[config.mk]
export PLATFORM = sky130hd
export DESIGN_NAME = wb_rr_intercon
export DESIGN_NICKNAME = d
export VERILOG_FILES = /design/src/rtl/wb_rr_intercon.sv
export SDC_FILE = /design/constraint.sdc
export NUM_CORES = 1
export LEC_CHECK = 0
export CELL_PAD_IN_SITES_DETAIL_PLACEMENT = 0
export CELL_PAD_IN_SITES_GLOBAL_PLACEMENT = 2
export CORE_ASPECT_RATIO = 0.7
export CORE_MARGIN = 5
export CORE_UTILIZATION = 10
export DETAILED_ROUTE_END_ITERATION = 12
export PLACE_DENSITY = 0.9
export SETUP_SLACK_MARGIN = 0.4
export SLEW_MARGIN = 0
export SYNTH_ARGS = -nofsm -noshare
export SYNTH_HDL_FRONTEND = slang
export SYNTH_SLANG_ARGS = --single-unit
[constraint.sdc]
create_clock -name wb_clk_i -period 2.9 [get_ports wb_clk_i]
set_input_delay 0.725 -clock wb_clk_i [delete_from_list [all_inputs] [get_ports wb_clk_i]]
set_output_delay 0.725 -clock wb_clk_i [all_outputs]
set_load 0.01 [all_outputs]
[src/rtl/wb_rr_intercon.sv]
// Shared-bus Wishbone interconnect: round-robin ownership, MSB address decode,
// registered decode-miss error and a per-transfer watchdog that turns a hung target into err.
module wb_rr_intercon #(
    parameter int unsigned               NUM_INIT = 4,
    parameter int unsigned               NUM_TGT  = 4,
    parameter int unsigned               DEC_W    = 8,
    parameter logic [NUM_TGT*DEC_W-1:0]  TGT_BASE = {8'h00, 8'h90, 8'h04, 8'hF0},
    parameter int unsigned               TIMEOUT  = 255
) (
    input  logic                     wb_clk_i,
    input  logic                     wb_rst_i,
    input  logic [NUM_INIT-1:0]      i_cyc_i,
    input  logic [NUM_INIT-1:0]      i_stb_i,
    input  logic [NUM_INIT-1:0]      i_we_i,
    input  logic [NUM_INIT*32-1:0]   i_adr_i,
    input  logic [NUM_INIT*32-1:0]   i_dat_i,
    input  logic [NUM_INIT*4-1:0]    i_sel_i,
    output logic [31:0]              i_dat_o,
    output logic [NUM_INIT-1:0]      i_ack_o,
    output logic [NUM_INIT-1:0]      i_err_o,
    output logic [NUM_TGT-1:0]       t_cyc_o,
    output logic [NUM_TGT-1:0]       t_stb_o,
    output logic [31:0]              t_adr_o,
    output logic [31:0]              t_dat_o,
    output logic [3:0]               t_sel_o,
    output logic                     t_we_o,
    input  logic [NUM_TGT*32-1:0]    t_dat_i,
    input  logic [NUM_TGT-1:0]       t_ack_i,
    input  logic [NUM_TGT-1:0]       t_err_i,
    output logic [NUM_INIT-1:0]      grant_o,
    output logic                     timeout_o
);

    localparam int unsigned IdxW    = (NUM_INIT > 1) ? $clog2(NUM_INIT) : 1;
    localparam logic [15:0] WdLimit = 16'(TIMEOUT - 1);

    typedef enum logic [0:0] {StIdle, StOwned} state_e;

    state_e              state_q, state_d;
    logic [NUM_INIT-1:0] grant_q, grant_d;
    logic [IdxW-1:0]     last_q, last_d;
    logic [15:0]         wd_cnt_q, wd_cnt_d;
    logic                dec_err_q, dec_err_d;

    logic [IdxW-1:0]     cand, pick_idx;
    logic                pick_found;
    logic                owned, own_cyc, own_stb, own_we;
    logic [31:0]         own_adr, own_dat;
    logic [3:0]          own_sel;
    logic [NUM_TGT-1:0]  hit;
    logic                hit_any, hit_found, tgt_ack, tgt_err;
    logic                wd_run, wd_fire;

    // Rotating scan starting just after the previous owner.
    always_comb begin
        pick_found = 1'b0;
        pick_idx   = last_q;
        cand       = '0;
        for (int unsigned k = 1; k <= NUM_INIT; k++) begin
            cand = IdxW'((32'(last_q) + k) % NUM_INIT);
            if (!pick_found && i_cyc_i[cand]) begin
                pick_found = 1'b1;
                pick_idx   = cand;
            end
        end
    end

    always_comb begin
        owned   = |grant_q;
        own_cyc = |(i_cyc_i & grant_q);
        own_stb = |(i_stb_i & grant_q);
        own_we  = |(i_we_i & grant_q);
        own_adr = '0;
        own_dat = '0;
        own_sel = '0;
        for (int unsigned n = 0; n < NUM_INIT; n++) begin
            if (grant_q[n]) begin
                own_adr = own_adr | i_adr_i[n*32 +: 32];
                own_dat = own_dat | i_dat_i[n*32 +: 32];
                own_sel = own_sel | i_sel_i[n*4 +: 4];
            end
        end
    end

    // Target 0 is the left-most field of TGT_BASE; the lowest matching index wins.
    always_comb begin
        hit       = '0;
        hit_found = 1'b0;
        for (int unsigned t = 0; t < NUM_TGT; t++) begin
            if (owned && !hit_found &&
                own_adr[31 -: DEC_W] == TGT_BASE[(NUM_TGT-1-t)*DEC_W +: DEC_W]) begin
                hit[t]    = 1'b1;
                hit_found = 1'b1;
            end
        end
    end

    always_comb begin
        hit_any = |hit;
        tgt_ack = |(t_ack_i & hit);
        tgt_err = |(t_err_i & hit);
        i_dat_o = '0;
        for (int unsigned t = 0; t < NUM_TGT; t++) begin
            if (hit[t]) begin
                i_dat_o = t_dat_i[t*32 +: 32];
            end
        end
    end

    assign t_cyc_o = hit & {NUM_TGT{own_cyc}};
    assign t_stb_o = hit & {NUM_TGT{own_stb}};
    assign t_adr_o = own_adr;
    assign t_dat_o = own_dat;
    assign t_sel_o = own_sel;
    assign t_we_o  = own_we;

    // A same-cycle ack or err stops the count, so a response always beats the expiry.
    assign wd_run    = own_cyc & own_stb & hit_any & ~tgt_ack & ~tgt_err;
    assign wd_fire   = (TIMEOUT != 0) && wd_run && (wd_cnt_q == WdLimit);
    assign wd_cnt_d  = (wd_run && !wd_fire && TIMEOUT != 0) ? wd_cnt_q + 16'd1 : '0;
    assign dec_err_d = own_cyc & own_stb & ~hit_any & ~dec_err_q;

    assign timeout_o = wd_fire;
    assign grant_o   = grant_q;
    assign i_ack_o   = grant_q & {NUM_INIT{tgt_ack}};
    assign i_err_o   = grant_q & {NUM_INIT{tgt_err | dec_err_q | wd_fire}};

    always_comb begin
        state_d = state_q;
        grant_d = grant_q;
        last_d  = last_q;
        unique case (state_q)
            StIdle: begin
                if (pick_found) begin
                    state_d           = StOwned;
                    grant_d           = '0;
                    grant_d[pick_idx] = 1'b1;
                    last_d            = pick_idx;
                end
            end
            StOwned: begin
                if (!own_cyc) begin
                    state_d = StIdle;
                    grant_d = '0;
                end
            end
        endcase
    end

    always_ff @(posedge wb_clk_i) begin
        if (wb_rst_i) begin
            state_q   <= StIdle;
            grant_q   <= '0;
            last_q    <= IdxW'(NUM_INIT - 1);
            wd_cnt_q  <= '0;
            dec_err_q <= 1'b0;
        end else begin
            state_q   <= state_d;
            grant_q   <= grant_d;
            last_q    <= last_d;
            wd_cnt_q  <= wd_cnt_d;
            dec_err_q <= dec_err_d;
        end
    end

endmodule

==> results.toml <==
[placement]
gp_congestion = 0.893
dpl_cell_area_um2 = 10700
portBuffers = 543
dp_hpwl_um = 29600

[setup_path]
endpoint_kind = "output pin"
critPathMaxFanout = 4
path_class = "in -> out"
reg2reg_to = "wd_cnt_q[3]$_SDFF_PP0_"
cp-startpoint = "i_adr_i[29]"
r2r_slack_ps = 570
r2r_start = "grant_o[3]$_SDFFE_PP0P_"
crit_arrival_ps = 2420
startpoint_type = "primary input"
required_ps = 2170
reg2reg_depth = 11

[yosys]
syn_inst = 529
syn_area_per_cell_um2 = 7.45
yosysTopAreaCellShare = 0.316
syn_area_um2 = 3940
synth_seq_cells = 24
yosys-top-cells-area = "a22oi_1 32%, dfxtp_1 12%, mux2i_1 9.1%, nand2_1 7.0%, o22ai_1 3.8%"
async_reset_ff_frac = 0
ys_seq_area_frac = 0.122
synth_edf_count = 0
post-synth-top-count-cell = "a22oi_1"
yosys.area.top_type = "a22oi_1"
synth.distinct_cells = 52
yosys_warnings = 0
synth_fp_nets = 953
synth.top_cells.by_count = "166 x a22oi_1, 73 x nand2_1, 36 x mux2i_1, 27 x clkbuf_1"
ys.flop_type = "dfxtp_1"

[clocking]
h-tree-depth = 1
clkSinkCount = 24
clockRootBuffer = "clkbuf_16"
cts_tree = "yes"
ctsHoldBuffers = 0
cts.clk_slew.worst_paths_ps = 60
clk_latency_ps = 260
cts_buffer_depth = 2
numCtsBuffers = 3

[timing]
finalHoldViolCount = 0
finalWorstSetupSlack_ps = -247
tightest_slew_ps = 414
setup_viol = 47
post-route-min-period_ps = 3150
finalMaxSlewViolations = 0
skew_ps = 2.88
maxSlewHeadroom = 0.723
rsz0062_at_grt = "true"
period_share = 1.09
max_freq_ghz = 0.318

[detailed_routing]
vias_per_cell = 4.33
vias = 7312
drtIter0Drc = 249
firstDrtPassIters = 4
ant_nets = 0
finalWirelength_um = 37100
wl_per_cell_um = 22.0
drc_errors = 0

[power_and_ir_drop]
power_density_nw_per_um2 = 312
power_mw = 3.67
ir_drop_uv = 265
p_leak_nw = 4.79

[layout]
drive_gt1_frac = 0.312
fillers = 4078
final_nets = 1581
fin_area_um2 = 11800
area_growth_pct = 198

[die]
dieArea_um2 = 43600
rows = 60
start_util = 0.102
fp.dieH_um = 176
ios = 544
core_area_um2 = 38700
fp.dieW_um = 247

[grt]
grt_util_met3 = 0.0324
grt_max_degree = 44
grt.overflow.total = 0
grt_pass1_vias = 7799
grtUsageMet2 = 0.301
grt.busiest_layer = "met2"
grt_use_met1 = 0.163
grt_usage = 0.153
antenna_found_initial = 12
grt_pass1_wl_um = 50900

[worst_hold_path]
hold_path_depth = 1
hold_start = "dec_err_q$_SDFF_PP0_"
hold_path_class = "reg -> reg"
min_to = "dec_err_q$_SDFF_PP0_"

[run_status]
failed_checks = "negative setup slack"
status = "finished, violations left"

[run]
drv_cap = 0
==> cell usage in the layout (no fill, tap or decap), types with 20 or more instances in the layout <==
| cell type | Yosys | layout |
|---|---|---|
| nand2_1 | 73 | 68 |
| a22oi_2 | 4 | 47 |
| a22oi_1 | 166 | 123 |
| clkdlybuf4s50_1 | 0 | 380 |
| mux2i_1 | 36 | 36 |
| dfxtp_1 | 24 | 20 |
| buf_2 | 4 | 55 |
| buf_6 | 7 | 57 |
| buf_4 | 4 | 76 |
| dlygate4sd2_1 | 0 | 60 |
==> metrics by stage <==
| stage | cells | setup slack [ps] | setup TNS, ps | hold WS, ps | utilization |
|---|---|---|---|---|---|
| global placement | 1624 | -1090 | -51090 | 433 | 0.278 |
| global route | 1686 | -317 | -11240 | 466 | 0.304 |
| CTS | 1677 | -230 | -6220 | 459 | 0.298 |
| finish | 1689 | -247 | -7420 | 445 | 0.304 |
| floorplan | 529 | 75.8 | 0 | 389 | - |
| detailed placement | 1624 | -1130 | -53940 | 440 | 0.278 |
==> registers in the layout (all words and copies together), names as in the netlist <==
register,cells
dec_err_q,1
state_q,1
last_q,2
wd_cnt_q,16
grant_o,4
==> power by group <==
group | total, mW | leakage (nW) | internal [mW] | switching (mW)
clock network | 0.332 | 0.0442 | 0.211 | 0.121
registers | 0.375 | 0.198 | 0.341 | 0.0338
logic | 2.97 | 4.55 | 1.65 | 1.32
total | 3.67 | 4.79 | 2.20 | 1.48
==> cell families (layout without fill, tap and decap cells) <==
logic type               Yosys count  count (layout)  synth area share
AO/OA/AOI/OAI                    231             231             0.458
XOR/XNOR                          15              15            0.0333
other                              0               6                 0
buffers and inverters             64             691            0.0793
AND/OR/NAND/NOR                  157             157             0.209
multiplexers                      36              36            0.0914
flip-flops                        24              24             0.122
adder cells (fa/ha/maj)            2               2           0.00635
==> worst max-delay path by stage <==
stage                  endpoint  cells past startpoint
floorplan           i_dat_o[11]                      8
global placement    i_dat_o[14]                      9
detailed placement  i_dat_o[14]                      9
CTS                  i_err_o[3]                     10
global route         i_err_o[2]                     10
finish               i_err_o[3]                     10
==> final cells by class <==
class,count,area [µm²],area share
Inverter,9,38.8,0.00330
Sequential cell,24,495,0.0421
Timing Repair Buffer,678,6640,0.564
Clock buffer,4,88.8,0.00755
Multi-Input combinational cell,441,3830,0.325
Tap cell,527,659,0.0561
Antenna cell,6,15.0,0.00128
==> layer usage <==
layer / vias to the layer above / wire length (µm)
met1: 3479 / 13200
met3: 57 / 2950
met5: - / 12
li1: 3370 / -
met2: 404 / 19900
met4: 2 / 1020
==> critical path: stages <==
cell and delay [ps]:
buf_6 90, a22oi_2 280, and2_4 260, buf_6 110, buf_4 130, xnor2_2 90
o21ai_4 130, nand4_1 250, a21boi_1 200, buf_2 140
==> repair_timing <==
action                                  in CTS  in global routing
gates resized for setup                    516                 59
setup buffers                               40                  6
pin swaps                                   77                 21
endpoints found under the setup margin     134                 87
gates cloned                                 9                  0
Power figures use the tool's default switching activity.
